[config.mk]
export PLATFORM = sky130hd
export DESIGN_NAME = instruction_fetch
export DESIGN_NICKNAME = d
export VERILOG_FILES = /design/src/rtl/riscv_pkg.sv /design/src/rtl/fetch_fifo.sv /design/src/rtl/instruction_fetch.sv
export SDC_FILE = /design/constraint.sdc
export NUM_CORES = 1
export LEC_CHECK = 0
export CAP_MARGIN = 20
export CELL_PAD_IN_SITES_DETAIL_PLACEMENT = 0
export CELL_PAD_IN_SITES_GLOBAL_PLACEMENT = 2
export CORE_ASPECT_RATIO = 0.8
export CORE_MARGIN = 8
export CORE_UTILIZATION = 36
export CTS_BUF_LIST = sky130_fd_sc_hd__clkbuf_16
export DETAILED_ROUTE_END_ITERATION = 8
export PLACE_DENSITY_LB_ADDON = 0.15
export RECOVER_POWER = 100
export SKIP_LAST_GASP = 1
export SLEW_MARGIN = 20
export SYNTH_ARGS = -nofsm -noshare
export SYNTH_HDL_FRONTEND = slang
export SYNTH_SLANG_ARGS = --single-unit
[constraint.sdc]
create_clock -name clk -period 4.4 [get_ports clk]
set_input_delay 0.88 -clock clk [delete_from_list [all_inputs] [get_ports clk]]
set_output_delay 0.88 -clock clk [all_outputs]
set_load 0.05 [all_outputs]
[src/rtl/riscv_pkg.sv]
// rtl/riscv_pkg.sv - shared core constants and the fetch packet type
package riscv_pkg;

    localparam int XLEN        = 32;
    localparam int INSTR_WIDTH = 32;
    localparam int PC_STEP     = 4;

    // Canonical addi x0,x0,0; kept for a decode-side bubble
    localparam logic [INSTR_WIDTH-1:0] NOP_INSTR = 32'h0000_0013;

    typedef struct packed {
        logic [INSTR_WIDTH-1:0] instr;
        logic [XLEN-1:0]        pc;
    } fetch_pkt_t;

endpackage

[src/rtl/fetch_fifo.sv]
// rtl/fetch_fifo.sv - generic 2-entry synchronous FIFO with flush
module fetch_fifo #(
    parameter int WIDTH = 64
) (
    input  logic             clk,
    input  logic             rst_n,
    input  logic             push,
    input  logic             pop,
    input  logic             flush,
    input  logic [WIDTH-1:0] wdata,
    output logic             full,
    output logic             empty,
    output logic [WIDTH-1:0] head
);

    logic [WIDTH-1:0] entry0;
    logic [WIDTH-1:0] entry1;
    logic [1:0]       count;
    logic             pop_eff;
    logic             push_eff;

    assign full     = (count == 2'd2);
    assign empty    = (count == 2'd0);
    assign head     = entry0;
    assign pop_eff  = pop && !empty;
    assign push_eff = push && (!full || pop_eff);

    // entry0 is always the head; it is left untouched when the FIFO drains
    // so the output keeps showing the last word.
    always_ff @(posedge clk or negedge rst_n) begin
        if (!rst_n) begin
            entry0 <= '0;
            entry1 <= '0;
            count  <= 2'd0;
        end else if (flush) begin
            count <= 2'd0;
        end else if (push_eff && pop_eff) begin
            if (count == 2'd1) begin
                entry0 <= wdata;
            end else begin
                entry0 <= entry1;
                entry1 <= wdata;
            end
        end else if (push_eff) begin
            if (count == 2'd0) begin
                entry0 <= wdata;
            end else begin
                entry1 <= wdata;
            end
            count <= count + 2'd1;
        end else if (pop_eff) begin
            if (count == 2'd2) begin
                entry0 <= entry1;
            end
            count <= count - 2'd1;
        end
    end

endmodule

[src/rtl/instruction_fetch.sv]
// rtl/instruction_fetch.sv - fetch stage: PC, redirect handling, buffered decode interface
module instruction_fetch
    import riscv_pkg::*;
#(
    parameter int                    DATA_WIDTH = 32,
    parameter int                    ADDR_WIDTH = 4,
    parameter logic [ADDR_WIDTH-1:0] RESET_PC   = '0
) (
    input  logic                  clk,
    input  logic                  rst_n,
    output logic [ADDR_WIDTH-1:0] imem_addr,
    input  logic [DATA_WIDTH-1:0] imem_data,
    input  logic                  redirect_valid,
    input  logic [ADDR_WIDTH-1:0] redirect_pc,
    output logic                  out_valid,
    input  logic                  out_ready,
    output logic [DATA_WIDTH-1:0] out_instr,
    output logic [ADDR_WIDTH-1:0] out_pc
);

    logic [ADDR_WIDTH-1:0]        pc;
    logic                         pop;
    logic                         fetch;
    logic                         fifo_full;
    logic                         fifo_empty;
    fetch_pkt_t                   wr_pkt;
    fetch_pkt_t                   head_pkt;
    logic [$bits(fetch_pkt_t)-1:0] head_bits;
    logic                         unused_pc_hi;

    assign imem_addr = pc;
    assign out_valid = !fifo_empty;

    // A pop coinciding with a redirect is void: the head is flushed, not consumed.
    assign pop   = out_valid && out_ready && !redirect_valid;
    assign fetch = !redirect_valid && (!fifo_full || pop);

    always_ff @(posedge clk or negedge rst_n) begin
        if (!rst_n) begin
            pc <= RESET_PC;
        end else if (redirect_valid) begin
            pc <= {redirect_pc[ADDR_WIDTH-1:2], 2'b00};
        end else if (fetch) begin
            pc <= pc + ADDR_WIDTH'(PC_STEP);
        end
    end

    assign wr_pkt.instr = imem_data;
    assign wr_pkt.pc    = XLEN'(pc);

    fetch_fifo #(
        .WIDTH ($bits(fetch_pkt_t))
    ) u_fifo (
        .clk   (clk),
        .rst_n (rst_n),
        .push  (fetch),
        .pop   (pop),
        .flush (redirect_valid),
        .wdata (wr_pkt),
        .full  (fifo_full),
        .empty (fifo_empty),
        .head  (head_bits)
    );

    assign head_pkt     = fetch_pkt_t'(head_bits);
    assign out_instr    = head_pkt.instr;
    assign out_pc       = head_pkt.pc[ADDR_WIDTH-1:0];
    assign unused_pc_hi = ^head_pkt.pc[XLEN-1:ADDR_WIDTH];

endmodule

==> flow_metrics.env <==
export IMPL_via_count_of_the_first_global_routing_pass=2829
export IMPL_drc_errors=0
export IMPL_cellLeakagePower_nw=1.909
export IMPL_timing_final_crit_share=0.7852
export IMPL_cts_hold_buffers_added=0
export IMPL_fin_worst_hold_slack_ns=0.4982
export IMPL_rsz0062_at_grt="no"
export IMPL_insertedDiodeCount=0
export IMPL_finalSetupViolations=0
export IMPL_gr_total_overflow=0
export IMPL_hold_path_startpoint="u_fifo.entry1[60]"
export IMPL_cts_resized=0
export IMPL_yosys_register_bits=72
export IMPL_cp_slowest_stage_delay_ns=1.02
export IMPL_critPathTopFamily="compound AO/OA/AOI/OAI gates"
export IMPL_grt_max_degree=73
export IMPL_dr_total_vias=2625
export IMPL_crit_required_ns=4.61
export IMPL_syn_inst_count=285
export IMPL_ir_drop_mv=0.3665
export IMPL_critical_path_class="flip-flop to flip-flop"
export IMPL_syn_area_um2=3622
export IMPL_p_total_mw=4.077
export IMPL_clkTransAtPathRegs_ns=0.06
export IMPL_boundaryPins=81
export IMPL_run_status="complete, but fails checks"
export IMPL_postRouteWirelength_um=9568
export IMPL_crit_buf_inv=3
export IMPL_violations="capacitance limit, slew limit"
export IMPL_met1_global_route_usage=0.1984
export IMPL_area_growth_synth_to_final_pct=28.64
export IMPL_num_rows=32
export IMPL_global_route_usage_total=0.1479
export IMPL_timing_critical_path_cells="inv_1 -> ha_1 -> inv_1 -> o211ai_1 -> buf_4 -> mux2_2"
export IMPL_post_drt_wl_per_cell_um=19.45
export IMPL_critical_path_startpoint_type="flip-flop"
export IMPL_routed_via_density=5.335
export IMPL_reg2reg_from="u_fifo.count[0]"
export IMPL_cts_tree="yes"
export IMPL_grt_busiest_layer="met2"
export IMPL_report_final_slew_viol_count=103
export IMPL_clock_sinks=72
export IMPL_critPathSlowestCell="sky130_fd_sc_hd__o211ai_1"
export IMPL_synth_warnings=0
export IMPL_final_layout_size_suffix_gt1_frac=0.2500
export IMPL_cts_buffers_inserted=9
export IMPL_core_area_um2=9729
export IMPL_gp_congestion=0.7175
export IMPL_detailed_place_hpwl_um=5941
export IMPL_critical_path_arrival_ns=3.66
export IMPL_worst_pin_slew_ns=1.850
export IMPL_finalSetupTns_ns=0
export IMPL_grt_util_met2=0.2201
export IMPL_cts_root_buf="sky130_fd_sc_hd__clkbuf_16"
export IMPL_finalCriticalPeriod_ns=3.455
export IMPL_grt_util_met3=0.05186
export IMPL_slew_headroom=-0.2335
export IMPL_synth_sequential_area_ratio=0.4974
export IMPL_achievable_frequency_ghz=0.2894
export IMPL_cts_root_to_sink_buffers=2
export IMPL_crit_fanout=23
export IMPL_post_cts_setup_buffers=0
export IMPL_timing_critical_path_to_type="flip-flop"
export IMPL_grt_pass1_wl_um=15820
export IMPL_pwr_dens_nw_per_um2=875.0
export IMPL_drt_iter0_markers=155
export IMPL_htree_levels=3
export IMPL_finalClockSkew_ns=0.005437
export IMPL_timing_hold_worst_class="flip-flop to flip-flop"
export IMPL_synthesis_area_per_instance_um2=12.71
export IMPL_report_final_hold_viol_count=0
export IMPL_final_nets=394
export IMPL_die_width_um=128.1
export IMPL_clkLatencyLatePin_ns=0.33
export IMPL_placement_io_buffers=74
export IMPL_path_common_cell="sky130_fd_sc_hd__inv_1"
export IMPL_remaining_number_of_nets_flagged_by_the_antenna_check_after_routing=0
export IMPL_critical_path_startpoint="u_fifo.count[0]"
export IMPL_dr_pass1_iters=4
export IMPL_drv_max_cap_violation_count=2
export IMPL_initial_utilization=0.3723
export IMPL_die_h_um=105.7
export IMPL_synth_cell_types=31
export IMPL_dieArea_um2=13550
export IMPL_antenna_found_initial=0
Yosys cell counts, drive strengths merged:
cell type,n,area share
a21boi,1,0.0021
a21o,1,0.0021
a21oi,9,0.012
a221o,27,0.075
and3b,1,0.0024
buf,23,0.042
clkbuf,7,0.0073
clkinv,1,0.0010
conb,1,0.0010
dfrtp,72,0.50
ha,3,0.010
inv,10,0.010
mux2,67,0.21
nand2,3,0.0031
nand2b,2,0.0035
nand3,2,0.0028
nor2,3,0.0038
nor2b,2,0.0035
nor3,8,0.011
nor3b,2,0.0069
nor4b,26,0.063
o211ai,3,0.0076
o21ai,2,0.0028
o31ai,1,0.0021
o32ai,7,0.017
or2,1,0.0017
power breakdown:
group          total [mW]  leakage [nW]  internal (mW)  switching, mW
Combinational        2.27         0.909          0.923           1.34
Sequential           1.17         0.867           1.00          0.170
Clock               0.639         0.133          0.370          0.269
Total                4.08          1.91           2.29           1.78
metal layers:
layer | wire length [um] | share of wire
met5 | 0 | 0
met1 | 4498 | 0.47
met4 | 123 | 0.013
met3 | 654 | 0.068
met2 | 4291 | 0.45
per-stage QoR:
step | util | std cells | worst slack, ns | area (um2)
3_5_place_dp | 0.4559 | 476 | 1.433 | 4436
2_1_floorplan | - | 288 | 2.343 | 3633
4_1_cts | 0.4821 | 492 | 1.355 | 4691
3_3_place_gp | 0.4559 | 476 | 1.453 | 4436
6_report | 0.4789 | 492 | 0.9449 | 4659
5_1_grt | 0.4789 | 492 | 0.6398 | 4659
flip-flops by register name, summed over array words and instances, names as in the netlist:
register,flops
imem_addr,2
u_fifo.entry1,34
u_fifo.count,2
u_fifo.head,34
worst paths after layout:
check / end / slack, ns / depth (start not counted)
setup / recovery: u_fifo.entry1[47] / 0.94 / 6
max in group asynchronous: u_fifo.head[60] / 2.25 / 1
hold reg to reg: u_fifo.entry1[60] / 0.50 / 1
hold / removal: u_fifo.entry1[60] / 0.50 / 1
min in group asynchronous: u_fifo.entry1[63] / 1.04 / 1
setup reg to reg: u_fifo.entry1[47] / 0.94 / 6
cell usage in the layout, fill, tap and decap left out, drive strengths merged, types with 3 or more instances in the layout:
| cell type | count |
|---|---|
| a221o | 27 |
| buf | 7 |
| nor4b | 26 |
| ha | 3 |
| clkinv | 7 |
| clkdlybuf4s50 | 34 |
| a21oi | 9 |
| nand2 | 3 |
| o211ai | 3 |
| clkbuf | 12 |
| nor2 | 3 |
| nor3 | 8 |
| inv | 11 |
| dlygate4sd3 | 38 |
| mux2 | 67 |
| conb | 4 |
| dfrtp | 72 |
| o32ai | 7 |
cells by family (layout without fill, tap and decap cells):
family	count (synthesis)	after routing	synth area share
compound gates	51	51	0.1206
fa+ha+maj	3	3	0.01036
buf+inv	41	109	0.06079
flops	72	72	0.4974
mux	67	67	0.2083
other cells	1	4	0.001035
simple gates	50	50	0.1016
area by class of cell:
class	count	area [um2]
fillers	909	5070
well taps	136	170.2
flip-flops and latches	72	1802
repair buffers	82	783.3
inverters	11	41.29
clock buffers	9	225.2
multi-input cells	175	1608
clock inverters	7	30.03
Note: power is estimated with default switching activity, not from simulation.
